### src/rtl/uart_cmd_pkg.sv
// -----------------------------------------------------------------------------
// uart_cmd_pkg
// Shared definitions for the UART command-line parser: command codes, the
// ASCII characters the protocol recognises and the parser FSM state encoding.
// -----------------------------------------------------------------------------
package uart_cmd_pkg;

  typedef enum logic [1:0] {
    CMD_RUN   = 2'd0,
    CMD_STOP  = 2'd1,
    CMD_CLEAR = 2'd2,
    CMD_VALUE = 2'd3
  } cmd_code_t;

  typedef enum logic [1:0] {
    ST_IDLE = 2'd0,
    ST_CMD  = 2'd1,
    ST_NUM  = 2'd2,
    ST_ERR  = 2'd3
  } state_t;

  localparam logic [7:0] ASCII_LF    = 8'h0A;
  localparam logic [7:0] ASCII_CR    = 8'h0D;
  localparam logic [7:0] ASCII_0     = 8'h30;
  localparam logic [7:0] ASCII_9     = 8'h39;
  localparam logic [7:0] ASCII_UP_C  = 8'h43;
  localparam logic [7:0] ASCII_UP_R  = 8'h52;
  localparam logic [7:0] ASCII_UP_S  = 8'h53;
  localparam logic [7:0] ASCII_UP_V  = 8'h56;
  localparam logic [7:0] ASCII_LO_C  = 8'h63;
  localparam logic [7:0] ASCII_LO_R  = 8'h72;
  localparam logic [7:0] ASCII_LO_S  = 8'h73;
  localparam logic [7:0] ASCII_LO_V  = 8'h76;

  // Maximum number of operand digits, leading zeros included.
  localparam logic [2:0] MAX_DIGITS  = 3'd4;

endpackage

### src/rtl/uart_cmd_parser.sv
// -----------------------------------------------------------------------------
// uart_cmd_parser
// Parses single-line ASCII commands "<letter>[digits]<CR|LF>" arriving byte
// by byte from a UART receiver in the same clock domain.
//
// Ports
//   clk       in   system clock
//   rst       in   asynchronous, active-high reset
//   rx_done   in   one-cycle strobe, rx_data valid
//   rx_data   in   received byte
//   cmd_valid out  one-cycle pulse, well-formed command accepted
//   cmd_code  out  RUN=0 STOP=1 CLEAR=2 VALUE=3, held between pulses
//   cmd_value out  VALUE operand 0..9999 (0 for other codes), held
//   cmd_err   out  one-cycle pulse, malformed line discarded
//   busy      out  high while a line is partially received
// -----------------------------------------------------------------------------
module uart_cmd_parser
  import uart_cmd_pkg::*;
(
  input  logic        clk,
  input  logic        rst,
  input  logic        rx_done,
  input  logic [7:0]  rx_data,
  output logic        cmd_valid,
  output logic [1:0]  cmd_code,
  output logic [13:0] cmd_value,
  output logic        cmd_err,
  output logic        busy
);

  state_t      r_state;
  cmd_code_t   r_code;
  logic [13:0] r_acc;
  logic [2:0]  r_digit_cnt;
  logic        r_cmd_valid;
  logic        r_cmd_err;
  cmd_code_t   r_cmd_code;
  logic [13:0] r_cmd_value;

  logic        w_is_term;
  logic        w_is_digit;
  logic        w_is_letter;
  cmd_code_t   w_letter_code;
  logic [13:0] w_digit_val;

  // Byte classification; bytes with bit7 set never match any class.
  always_comb begin
    w_is_term     = 1'b0;
    w_is_digit    = 1'b0;
    w_is_letter   = 1'b1;
    w_letter_code = CMD_RUN;
    w_digit_val   = {10'd0, rx_data[3:0]};
    if ((rx_data == ASCII_CR) || (rx_data == ASCII_LF)) begin
      w_is_term = 1'b1;
    end else begin
      w_is_term = 1'b0;
    end
    if ((rx_data >= ASCII_0) && (rx_data <= ASCII_9)) begin
      w_is_digit = 1'b1;
    end else begin
      w_is_digit = 1'b0;
    end
    case (rx_data)
      ASCII_UP_R, ASCII_LO_R: w_letter_code = CMD_RUN;
      ASCII_UP_S, ASCII_LO_S: w_letter_code = CMD_STOP;
      ASCII_UP_C, ASCII_LO_C: w_letter_code = CMD_CLEAR;
      ASCII_UP_V, ASCII_LO_V: w_letter_code = CMD_VALUE;
      default: begin
        w_letter_code = CMD_RUN;
        w_is_letter   = 1'b0;
      end
    endcase
  end

  // Parser FSM with registered result outputs; only advances on rx_done.
  always_ff @(posedge clk or posedge rst) begin
    if (rst) begin
      r_state     <= ST_IDLE;
      r_code      <= CMD_RUN;
      r_acc       <= 14'd0;
      r_digit_cnt <= 3'd0;
      r_cmd_valid <= 1'b0;
      r_cmd_err   <= 1'b0;
      r_cmd_code  <= CMD_RUN;
      r_cmd_value <= 14'd0;
    end else begin
      r_cmd_valid <= 1'b0;
      r_cmd_err   <= 1'b0;
      if (rx_done) begin
        case (r_state)
          ST_IDLE: begin
            // A bare terminator here is the second half of CR LF: ignore it.
            if (w_is_letter) begin
              r_code  <= w_letter_code;
              r_state <= ST_CMD;
            end else if (!w_is_term) begin
              r_state <= ST_ERR;
            end else begin
              r_state <= ST_IDLE;
            end
          end
          ST_CMD: begin
            if ((r_code == CMD_VALUE) && w_is_digit) begin
              r_acc       <= w_digit_val;
              r_digit_cnt <= 3'd1;
              r_state     <= ST_NUM;
            end else if (w_is_term) begin
              r_state <= ST_IDLE;
              if (r_code == CMD_VALUE) begin
                r_cmd_err <= 1'b1;  // VALUE without operand
              end else begin
                r_cmd_valid <= 1'b1;
                r_cmd_code  <= r_code;
                r_cmd_value <= 14'd0;
              end
            end else begin
              r_state <= ST_ERR;
            end
          end
          ST_NUM: begin
            if (w_is_digit) begin
              if (r_digit_cnt < MAX_DIGITS) begin
                // At most 999*10+9 = 9999, so 14 bits never overflow.
                r_acc       <= (r_acc * 14'd10) + w_digit_val;
                r_digit_cnt <= r_digit_cnt + 3'd1;
              end else begin
                r_state <= ST_ERR;
              end
            end else if (w_is_term) begin
              r_cmd_valid <= 1'b1;
              r_cmd_code  <= CMD_VALUE;
              r_cmd_value <= r_acc;
              r_state     <= ST_IDLE;
            end else begin
              r_state <= ST_ERR;
            end
          end
          ST_ERR: begin
            if (w_is_term) begin
              r_cmd_err <= 1'b1;
              r_state   <= ST_IDLE;
            end else begin
              r_state <= ST_ERR;
            end
          end
          default: begin
            r_state <= ST_IDLE;
          end
        endcase
      end else begin
        r_state <= r_state;
      end
    end
  end

  assign cmd_valid = r_cmd_valid;
  assign cmd_err   = r_cmd_err;
  assign cmd_code  = r_cmd_code;
  assign cmd_value = r_cmd_value;
  assign busy      = (r_state != ST_IDLE);

endmodule

### config.mk
export PLATFORM = sky130hd
export DESIGN_NAME = uart_cmd_parser
export DESIGN_NICKNAME = d
export VERILOG_FILES = /design/src/rtl/uart_cmd_pkg.sv /design/src/rtl/uart_cmd_parser.sv
export SDC_FILE = /design/constraint.sdc
export NUM_CORES = 1
export LEC_CHECK = 0
export CAP_MARGIN = 20
export CORE_ASPECT_RATIO = 0.6
export CORE_MARGIN = 1
export CORE_UTILIZATION = 35
export DETAILED_ROUTE_END_ITERATION = 12
export MAX_ROUTING_LAYER = met4
export PLACE_DENSITY = 0.59
export SKIP_LAST_GASP = 1
export SLEW_MARGIN = 20
export SYNTH_ARGS = -nofsm -noshare
export SYNTH_HDL_FRONTEND = slang
export SYNTH_SLANG_ARGS = --single-unit
### constraint.sdc
create_clock -name clk -period 4.1 [get_ports clk]
set_input_delay 0.82 -clock clk [delete_from_list [all_inputs] [get_ports clk]]
set_output_delay 0.82 -clock clk [all_outputs]
set_load 0.02 [all_outputs]
# ---- After elaboration in Yosys (flattened, before gate mapping)
# Cells that the tools add are included.
# W data, S select, Z words.
dict set report totals {
  input_bits 11
  out_inout_bits 19
  regBits 39
}
dict set report classes {
  eq_ne 23
  order_cmp 3
  muxes 42
  add_sub_neg 2
  reduce_logical 14
  multipliers 1
}
# cell count
set op_table {}
lappend op_table {{$mux W14} 8}
lappend op_table {{$eq A8 B7 Y1 const B} 8}
lappend op_table {{$pmux W14 S2} 2}
lappend op_table {{$mux W2} 10}
lappend op_table {{$eq A8 B4 Y1 const B} 2}
lappend op_table {{$ne A2 B2 Y1 const B} 8}
lappend op_table {{$add A14 B4 Y14} 1}
lappend op_table {{$mul A14 B3 Y13 const B} 1}
lappend op_table {{$mux W1} 13}
lappend op_table {{$mux W3} 3}
lappend op_table {{$ge A8 B6 Y1 const B} 1}
lappend op_table {{$le A8 B6 Y1 const B} 1}
lappend op_table {{$pmux W2 S4} 1}
lappend op_table {{$reduce_or A8 Y1} 1}
lappend op_table {{$reduce_and A7 Y1} 1}
lappend op_table {{$eq A2 B2 Y1 const B} 3}
lappend op_table {{$pmux W2 S3} 1}
lappend op_table {{$pmux W3 S2} 1}
lappend op_table {{$reduce_or A2 Y1} 3}
lappend op_table {{$reduce_and A5 Y1} 1}
lappend op_table {{$pmux W1 S2} 2}
lappend op_table {{$pmux W2 S2} 1}
lappend op_table {{$reduce_bool A2 Y1} 2}
lappend op_table {{$add A3 B1 Y3 const B} 1}
lappend op_table {{8 further kinds} 9}

# ---- Depth between registers and ports, before layout
# Gate-level depths: netlist of the first run.
dict set report depth {
  word_depth 7
  mapped_depth 10
}

# ---- Least setup slack after synthesis of the first run
# OpenSTA, ideal clock, no wires.
dict set report synth_timing {
  kind {register to register}
  start {register r_acc[1]}
  end {register r_acc[13]}
  setup_slack_ns 1.325
  arrival_time_ns 2.654
  t_required_ns 3.979
  setup_time_ns 0.121
  period_less_slack_ns 2.775
  path_stages_with_launch 11
  cell_sequence {dfrtp_1 > ha_1 > ha_1 > fa_1 > a21o_2 > a221oi_2 > xnor2_1 > and4b_1 > nand4_2 > xnor2_1 > a22o_1}
}
dict set report synth_via {
  elab_chain_cells 5
}
# item line_no
set synth_lines {}
lappend synth_lines {{start, declared} uart_cmd_parser.sv:33} ;# logic [13:0] r_acc;
lappend synth_lines {{start signal, assigned} uart_cmd_parser.sv:104} ;# r_acc <= w_digit_val;
lappend synth_lines {{start signal, assigned} uart_cmd_parser.sv:124} ;# r_acc <= (r_acc * 14'd10) + w_digit_val;
lappend synth_lines {{$mul A14 B3 Y13} uart_cmd_parser.sv:124}
lappend synth_lines {{$add A14 B4 Y14} uart_cmd_parser.sv:124}
lappend synth_lines {{$mux W14} uart_cmd_parser.sv:122} ;# if (r_digit_cnt < MAX_DIGITS) begin
lappend synth_lines {{$mux W14} uart_cmd_parser.sv:121} ;# if (w_is_digit) begin
lappend synth_lines {{$pmux W14 S2} uart_cmd_parser.sv:90} ;# case (r_state)
# No other way between the ends. The select of a mux whose other input is x is not followed.
# A chain may end at the register's enable or synchronous reset.

# ---- Worst setup path after layout of the first run
dict set report layout_timing {
  start {input rx_data[2]}
  end {register r_acc[13]}
}
dict set report layout_via {
  elab_chain_cells 6
}
# item line_no
set layout_lines {}
lappend layout_lines {{start, declared} uart_cmd_parser.sv:23} ;# input logic [7:0] rx_data,
lappend layout_lines {{$ge A8 B6 Y1 / $le A8 B6 Y1 (equally long branches)} uart_cmd_parser.sv:58} ;# if ((rx_data >= ASCII_0) && (rx_data <= ASCII_9)) begin
lappend layout_lines {{$logic_and A1 B1 Y1} uart_cmd_parser.sv:58}
lappend layout_lines {{$mux W1} uart_cmd_parser.sv:58}
lappend layout_lines {{$logic_and A1 B1 Y1} uart_cmd_parser.sv:103} ;# if ((r_code == CMD_VALUE) && w_is_digit) begin
lappend layout_lines {{$ne A2 B2 Y1 (no source line)} -}
lappend layout_lines {{$reduce_and A5 Y1 (no source line)} -}
# Parallel ways exist; a longest one is shown, timed or not. The select of a mux whose other input is x is not followed.

==> results.ini, run 1 <==
[setup_path]
crit_type = primary input to flip-flop
slowest_delay_ps = 670
crit_family = buffers and inverters
worstRegToRegCells = 10
worstSetupStartpointType = primary input
timing.critical_path.buf_inv = 2
cp_cell_sequence = clkdlybuf4s50_1, inv_1, fa_1, and2b_2, o2111ai_1, and4b_1, nand4_2, xnor2_1, a22o_1
cp_data_required_time_ps = 4270
cp_num_cells = 9
path_max_fanout = 9
slowest_stage = clkdlybuf4s50_1
crit_arrival_ps = 3280
endpoint_kind = flip-flop

[timing]
fin_ws_ps = 998
setup_violations = 0
slew-limit-headroom = 0.498
setup_tns_ps = 0
slew_violations = 0
min_period_over_period = 0.757
min_period_ps = 3100
rsz0062_at_grt = false
fmax_mhz = 322
hold_viol = 0
clock_skew_ps = 4.23
worst_pin_slew_ps = 753
holdWs_ps = 490

[synth]
synth_edf_count = 0
seq_area_frac_synth = 0.384
yosys.cell_types.count = 50
ys_ff_latch = 39
synth_area_leaders = dfrtp_1, ha_1, a22o_1
synth_fp_nets = 286
synth.avg_cell_area_sq_um = 10.3
syn-instance-count = 246
syn-cell-area_sq_um = 2540
synth.cells.most_frequent = dfrtp_1, ha_1, a22o_1
synth_top_area_frac = 0.384
synth-async-reset-ratio = 1.00
yosysMostFrequentCell = dfrtp_1
yosysWarnings = 0
synth_ff_type = dfrtp_1
synth_largest_area_cell = dfrtp_1

[hold_path]
min_delay_path_depth = 2
hold_path_class = flip-flop to flip-flop

[run]
drv_cap = 0

[detailed_routing]
vias = 1918
wire_per_inst_um = 15.4
drtPass1Iterations = 8
drtIter0Drc = 77
ant_nets = 0
vias_per_cell = 5.28
drt-total-wl_um = 5600
drc = 4

[layout]
area_growth_pct = 19.9
finalNetCount = 315
seqCellArea_sq_um = 976
layout-drive-gt1-share = 0.0761
num_antenna_cells = 0
multiInputGateArea_sq_um = 1460
fillers = 650

[clock_network]
cts_tree = done
cts_buffer_depth = 2
insertion_delay_ps = 280
path_clk_slew_ps = 60
postCtsHoldBufs = 0
root_buffer = clkbuf_16
cts_max_level = 2
post-cts-setup-buffer-count = 0
numCtsBuffers = 5
cts.sinks = 39
cts_resized = 0

[power_and_ir_drop]
ir_worst_vdd_mv = 0.279
leakage_nw = 1.47
power_density_nw_per_um2 = 505
finalPower_mw = 1.54

[floorplanning]
ioPinCount = 30
rows = 23
initial_core_util = 0.371
dieArea_sq_um = 7610
die_h_um = 68.0
die_w_um = 112
coreArea_sq_um = 6850

[placed_design]
gp_congestion = 0.834
place_ws_ps = 698
hpwl_um = 4140
portBuffers = 29

[status]
status = complete, but fails checks
violations = design-rule violations

[global_route]
grt_pass1_wl_um = 9320
grt_usage = 0.167
antenna_found_initial = 0
overflow = 0
grt_pass1_vias = 1770
grt_max_degree = 40

==> area by class of cell <==
| class | count | area share |
|---|---|---|
| sequential | 39 | 0.320 |
| inverter | 13 | 0.0160 |
| tap | 87 | 0.0357 |
| multi-input combinational | 184 | 0.479 |
| timing repair buffer | 32 | 0.103 |
| clock inverter | 3 | 0.00493 |
| clock buffer | 5 | 0.0411 |
==> per-stage QoR <==
step,area (sq um),cells,util
2_1_floorplan,2540,246,-
3_3_place_gp,2910,355,0.424
3_5_place_dp,2910,355,0.424
4_1_cts,3050,363,0.445
5_1_grt,3050,363,0.445
6_report,3050,363,0.445
==> per-layer routing <==
metal	GRT usage	vias up	share of wire	wire length (um)
met2	0.200	43	0.37	2100
met5	-	-	0	0
met1	0.262	899	0.57	3210
met3	0.0469	8	0.045	250
met4	0.0367	0	0.0086	48
li1	-	968	-	-
==> worst reg2reg max path: cells and delay by family (launching register included) <==
| family | cells | cell delay (ps) |
|---|---|---|
| compound gates | 3 | 740 |
| xor+xnor | 2 | 390 |
| flops | 1 | 430 |
| fa+ha+maj | 3 | 940 |
| simple gates | 2 | 370 |
==> layout by cell type, fill, tap and decap left out, types with 2 or more instances in the layout <==
master	synthesis	final
nand4_2	2	2
nand4_1	3	3
clkbuf_16	0	5
nor2b_1	2	2
a21o_1	4	4
inv_1	13	13
clkdlybuf4s50_1	0	29
dfrtp_1	39	39
and2_1	2	2
o31ai_1	3	3
and4_1	3	3
o21ai_0	12	12
nor3b_1	2	2
a22o_1	23	23
nand2_1	19	19
ha_1	27	27
buf_4	1	3
a31oi_1	2	2
clkinv_2	0	3
nor3_1	3	3
xnor2_1	13	13
o22ai_1	2	2
o21ai_1	2	2
fa_1	2	2
a211oi_1	3	3
mux2_2	3	3
nor2_1	10	10
nand3_1	4	4
a21oi_1	9	9
xor2_1	9	9
and3_1	2	2
==> power breakdown <==
| group | switching [mW] | internal, mW | leakage (nW) |
|---|---|---|---|
| sequential | 0.0613 | 0.434 | 0.532 |
| combinational | 0.376 | 0.289 | 0.864 |
| clock | 0.155 | 0.222 | 0.0733 |
==> worst paths after layout <==
path	to	startpoint	slack, ps
min in group asynchronous	cmd_value[12]$_DFFE_PP0P_	rst	970
max	r_acc[13]$_DFFE_PP0P_	rx_data[2]	1000
max in group asynchronous	r_acc[0]$_DFFE_PP0P_	rst	2790
min reg2reg	r_digit_cnt[1]$_DFFE_PP0P_	r_digit_cnt[1]$_DFFE_PP0P_	490
min	r_digit_cnt[1]$_DFFE_PP0P_	r_digit_cnt[1]$_DFFE_PP0P_	490
max reg2reg	r_acc[13]$_DFFE_PP0P_	r_acc[1]$_DFFE_PP0P_	1130
==> flip-flops by register name, summed over array words and instances, names as in the netlist <==
register and flops:
cmd_code 2, r_state 2, r_acc 14, cmd_value 14
cmd_err 1, cmd_valid 1, r_code 2, r_digit_cnt 3
==> cells by family (layout without fill, tap and decap cells) <==
family / after synthesis / in the layout / share of synthesized area
and+or+nand+nor: 57 / 57 / 0.122
buffers and inverters: 23 / 53 / 0.0414
DFF: 39 / 39 / 0.384
muxes: 4 / 4 / 0.0177
AOI/OAI and AO/OA: 72 / 72 / 0.210
adders and majority gates: 29 / 29 / 0.149
xor gates and xnor gates: 22 / 22 / 0.0759
Power figures use the tool's default switching activity.
==> inputs of run 2 (changes only) <==
- clock period: 4.1 -> 2.9 ns (I/O delays scaled with it)
==> run 2 against run 1 <==
  * The run still ends with design-rule violations left
  * Global-route usage is 1.4 points higher
  * Die area stayed put
  * Register-to-register slack worse by 1000 ps
==> results.ini, run 2 (synthesis gave the netlist of run 1 again) <==
[status]
violations = design-rule violations
status = complete, but fails checks

[timing]
fmax_mhz = 362
slew_violations = 0
min_period_ps = 2770
slew-limit-headroom = 0.520
hold_viol = 0
min_period_over_period = 0.954
rsz0062_at_grt = false
fin_ws_ps = 134
holdWs_ps = 489
clock_skew_ps = 5.71
setup_violations = 0
worst_pin_slew_ps = 711

[global_route]
grt_pass1_wl_um = 10100
antenna_found_initial = 0
overflow = 0
grt_pass1_vias = 1982
grt_max_degree = 40
grt_usage = 0.181

[floorplanning]
coreArea_sq_um = 6850
initial_core_util = 0.371
dieArea_sq_um = 7610
rows = 23
die_h_um = 68.0
ioPinCount = 30
die_w_um = 112

[clock_network]
numCtsBuffers = 5
insertion_delay_ps = 290
cts.sinks = 39
cts_tree = done
path_clk_slew_ps = 60
cts_max_level = 2
postCtsHoldBufs = 0
root_buffer = clkbuf_16
cts_buffer_depth = 2

[layout]
final_cell_mix = dfrtp_1, clkdlybuf4s50_1, ha_1
num_antenna_cells = 0
layout-drive-gt1-share = 0.135
fin_area_sq_um = 3210
finalNetCount = 328
area_growth_pct = 26.3
fillers = 660
layout_commonest_cell = dfrtp_1

[placed_design]
portBuffers = 29
post_dp_cell_area_sq_um = 3000
hpwl_um = 4370
place_ws_ps = -28.7
gp_congestion = 0.846

[detailed_routing]
ant_nets = 0
wire_per_inst_um = 15.8
drt-total-wl_um = 5950
vias_per_cell = 5.27
drtIter0Drc = 132
drc = 4
drtPass1Iterations = 8
vias = 1981

[power_and_ir_drop]
power_density_nw_per_um2 = 744
leakage_nw = 1.55
finalPower_mw = 2.39
ir_worst_vdd_mv = 0.362

[setup_path]
path_max_fanout = 2
crit_type = flip-flop to flip-flop
worstSetupStartpointType = flip-flop
crit_arrival_ps = 2950
cp_data_required_time_ps = 3080
endpoint_kind = flip-flop

[hold_path]
hold_path_class = flip-flop to flip-flop

[run]
drv_cap = 0

## run 2: final timing paths
check / startpoint / to / slack [ps] / cells past startpoint
worst max-delay path: r_acc[1]$_DFFE_PP0P_ / r_acc[13]$_DFFE_PP0P_ / 130 / 10
worst min-delay path: r_digit_cnt[1]$_DFFE_PP0P_ / r_digit_cnt[1]$_DFFE_PP0P_ / 490 / 2
worst max register to register: r_acc[1]$_DFFE_PP0P_ / r_acc[13]$_DFFE_PP0P_ / 130 / 10
worst min register to register: r_digit_cnt[1]$_DFFE_PP0P_ / r_digit_cnt[1]$_DFFE_PP0P_ / 490 / 2
max in group asynchronous: rst / cmd_value[4]$_DFFE_PP0P_ / 1820 / 3
min in group asynchronous: rst / cmd_code[0]$_DFFE_PP0P_ / 720 / 3
## run 2: layout make-up
type / instances / area [sq um] / share of cell area
repair buffers: 45 / 410 / 0.128
clock buffers: 5 / 125 / 0.0390
clock inverters: 3 / 43.8 / 0.0137
multi-input cells: 184 / 1490 / 0.466
flip-flops and latches: 39 / 976 / 0.304
well taps: 87 / 109 / 0.0339
inverters: 13 / 48.8 / 0.0152
## run 2: where the power goes
| part | internal (mW) | switching [mW] |
|---|---|---|
| registers | 0.614 | 0.0699 |
| logic | 0.476 | 0.588 |
| clock network | 0.406 | 0.234 |
| total | 1.50 | 0.892 |
## run 2: what timing repair did
action | 4_1_cts | 5_1_grt
setup endpoints to repair | 0 | 2
gates resized for setup | 0 | 6
setup buffers | 0 | 1
## run 2: metrics by stage
stage / std cells / setup TNS [ps] / utilization
final: 376 / 0 / 0.468
after global routing: 376 / 0 / 0.468
after CTS: 375 / 0 / 0.462
after detailed placement: 367 / -51.6 / 0.437
after global placement: 367 / -18.7 / 0.437
after floorplan: 246 / 0 / -
## run 2: routing by layer
layer,track usage,routed length (um),vias up
li1,-,-,995
met1,0.263,3170,929
met2,0.252,2340,52
met3,0.0443,407,5
met4,0.0417,39,0
met5,-,0,-
## run 2: critical path, stage by stage (launching register included)
cell and delay (ps):
dfrtp_1 390, ha_1 310, ha_2 200, fa_2 350, a21o_2 250, a221oi_4 330, xnor2_2 160, and4b_1 220
nand4_2 110, xnor2_1 140, a22o_1 190
==> inputs of run 3 (changes only) <==
- clock period: 2.9 -> 2.6 ns (I/O delays scaled with it)
==> run 3 against run 2 <==
  * The run ends with design-rule violations, negative setup slack left
  * Design area grew 8.9%
  * Utilization grew 4.2 points
  * Critical path depth is the same
  * Power grew 25%
  * Sequential cell count is the same
==> results.ini, run 3 (synthesis gave the netlist of run 1 again) <==
[timing]
fin_ws_ps = -102
fmax_mhz = 370
clock_skew_ps = 3.23
rsz0062_at_grt = true
slew-limit-headroom = 0.663
min_period_over_period = 1.04
hold_viol = 0
worst_pin_slew_ps = 506
slew_violations = 0
setup_violations = 3
min_period_ps = 2700

[placed_design]
place_ws_ps = -301
portBuffers = 29
post_dp_cell_area_sq_um = 3180
hpwl_um = 4490
place_inst = 387
gp_congestion = 0.851

[layout]
final_cell_mix = dfrtp_1, buf_4, clkdlybuf4s50_1
final_core_util = 0.510
area_growth_pct = 37.5
fin_area_sq_um = 3490
fin_cells = 398
layout-drive-gt1-share = 0.228
finalNetCount = 350
fillers = 631
num_antenna_cells = 0
layout_commonest_cell = dfrtp_1

[setup_path]
path_max_fanout = 2
cp_cell_sequence = ha_4, ha_4, fa_2, a21o_4, a221oi_4, xnor2_2, and4b_1, nand4_2, xnor2_1, a22o_1
slowest_delay_ps = 410
worstRegToRegCells = 10
r2r-start = r_acc[1]$_DFFE_PP0P_
slowest_stage = dfrtp_1
endpoint_kind = flip-flop
crit_arrival_ps = 2880
crit_top_cell = ha_4
worstSetupStartpointType = flip-flop
crit_type = flip-flop to flip-flop
rrSetupSlack_ps = -100
cp_data_required_time_ps = 2780
r2r_end = r_acc[13]$_DFFE_PP0P_

[clock_network]
cts_tree = done
postCtsHoldBufs = 0
root_buffer = clkbuf_16
numCtsBuffers = 5
cts_buffer_depth = 2
path_clk_slew_ps = 60
cts_max_level = 2
insertion_delay_ps = 280
cts.sinks = 39

[global_route]
grt_pass1_vias = 2021
grt_pass1_wl_um = 10400
grt_usage = 0.186
use_met2 = 0.255
overflow = 0
grtUsageMet1 = 0.269
antenna_found_initial = 0
busiest_layer = met1
met3_usage = 0.0461
grt_max_degree = 40

[run]
drv_cap = 0

[hold_path]
holdCritStartpoint = cmd_value[12]$_DFFE_PP0P_
hold_path_class = flip-flop to flip-flop
min_delay_path_depth = 1
min_to = cmd_value[12]$_DFFE_PP0P_

[floorplanning]
coreArea_sq_um = 6850
ioPinCount = 30
die_w_um = 112
dieArea_sq_um = 7610
rows = 23
initial_core_util = 0.371
die_h_um = 68.0

[status]
status = complete, but fails checks
violations = design-rule violations, negative setup slack

[power_and_ir_drop]
p_sw_frac = 0.357
finalPower_mw = 2.98
ir_worst_vdd_mv = 0.494
power_frac_seq = 0.255
leakage_nw = 1.68
p_int_mw = 1.92
pwr-share-clk = 0.241
power_density_nw_per_um2 = 854
power.combinational.fraction = 0.503
power_switching_mw = 1.06

[detailed_routing]
drt-total-wl_um = 6150
vias_per_cell = 5.23
wire_per_inst_um = 15.5
drc = 3
ant_nets = 0
drtPass1Iterations = 9
drtIter0Drc = 88
vias = 2080

-- run 3: worst max path at each step --
stage	start	endpoint	slack, ps	cells after the start
after floorplan	r_acc[3]$_DFFE_PP0P_	r_acc[13]$_DFFE_PP0P_	-90	10
after global placement	rx_data[1]	r_acc[13]$_DFFE_PP0P_	-260	10
after detailed placement	rx_data[1]	r_acc[13]$_DFFE_PP0P_	-300	10
after CTS	r_acc[1]$_DFFE_PP0P_	r_acc[13]$_DFFE_PP0P_	-100	10
after global routing	r_acc[1]$_DFFE_PP0P_	r_acc[13]$_DFFE_PP0P_	-220	10
final	r_acc[1]$_DFFE_PP0P_	r_acc[13]$_DFFE_PP0P_	-100	10
-- run 3: critical path, delay by kind of cell, from the launching register on --
family                     cells  cell delay (ps)
xor gates and xnor gates       2              310
adders and majority gates      3              790
DFF                            1              410
AOI/OAI and AO/OA              3              730
and+or+nand+nor                2              340
-- run 3: area by class of cell --
class	count	area, sq um	share of cell area
multi-input cells	184	1580	0.453
clock inverters	2	35.0	0.0100
repair buffers	67	604	0.173
clock buffers	6	139	0.0398
flip-flops and latches	39	976	0.279
inverters	13	48.8	0.0140
well taps	87	109	0.0312
-- run 3: stage by stage --
stage	TNS, ps	hold slack [ps]
after floorplan	-89.0	454
after global placement	-790	474
after detailed placement	-991	484
after CTS	-141	497
after global routing	-609	514
final	-164	501
-- run 3: metal layers --
layer  vias to the layer above  wire [um]
met5                         -          0
met4                         0         80
met3                        11        334
met2                        43       2470
met1                       982       3270
li1                       1044          -
-- run 3: power groups by stage --
stage               logic [mW]  registers [mW]  clock network, mW
CTS                       1.39           0.761              0.737
floorplan                0.828           0.762                  0
finish                    1.50           0.762              0.720
detailed placement        1.31           0.764                  0
global placement          1.30           0.761                  0
global route              1.66           0.772              0.764
-- run 3: repair_timing --
item	in CTS	in global routing
hold endpoints to repair	0	0
setup endpoints to repair	3	5
gates resized for setup	7	12
pin swaps	13	9
buffers inserted	1	2
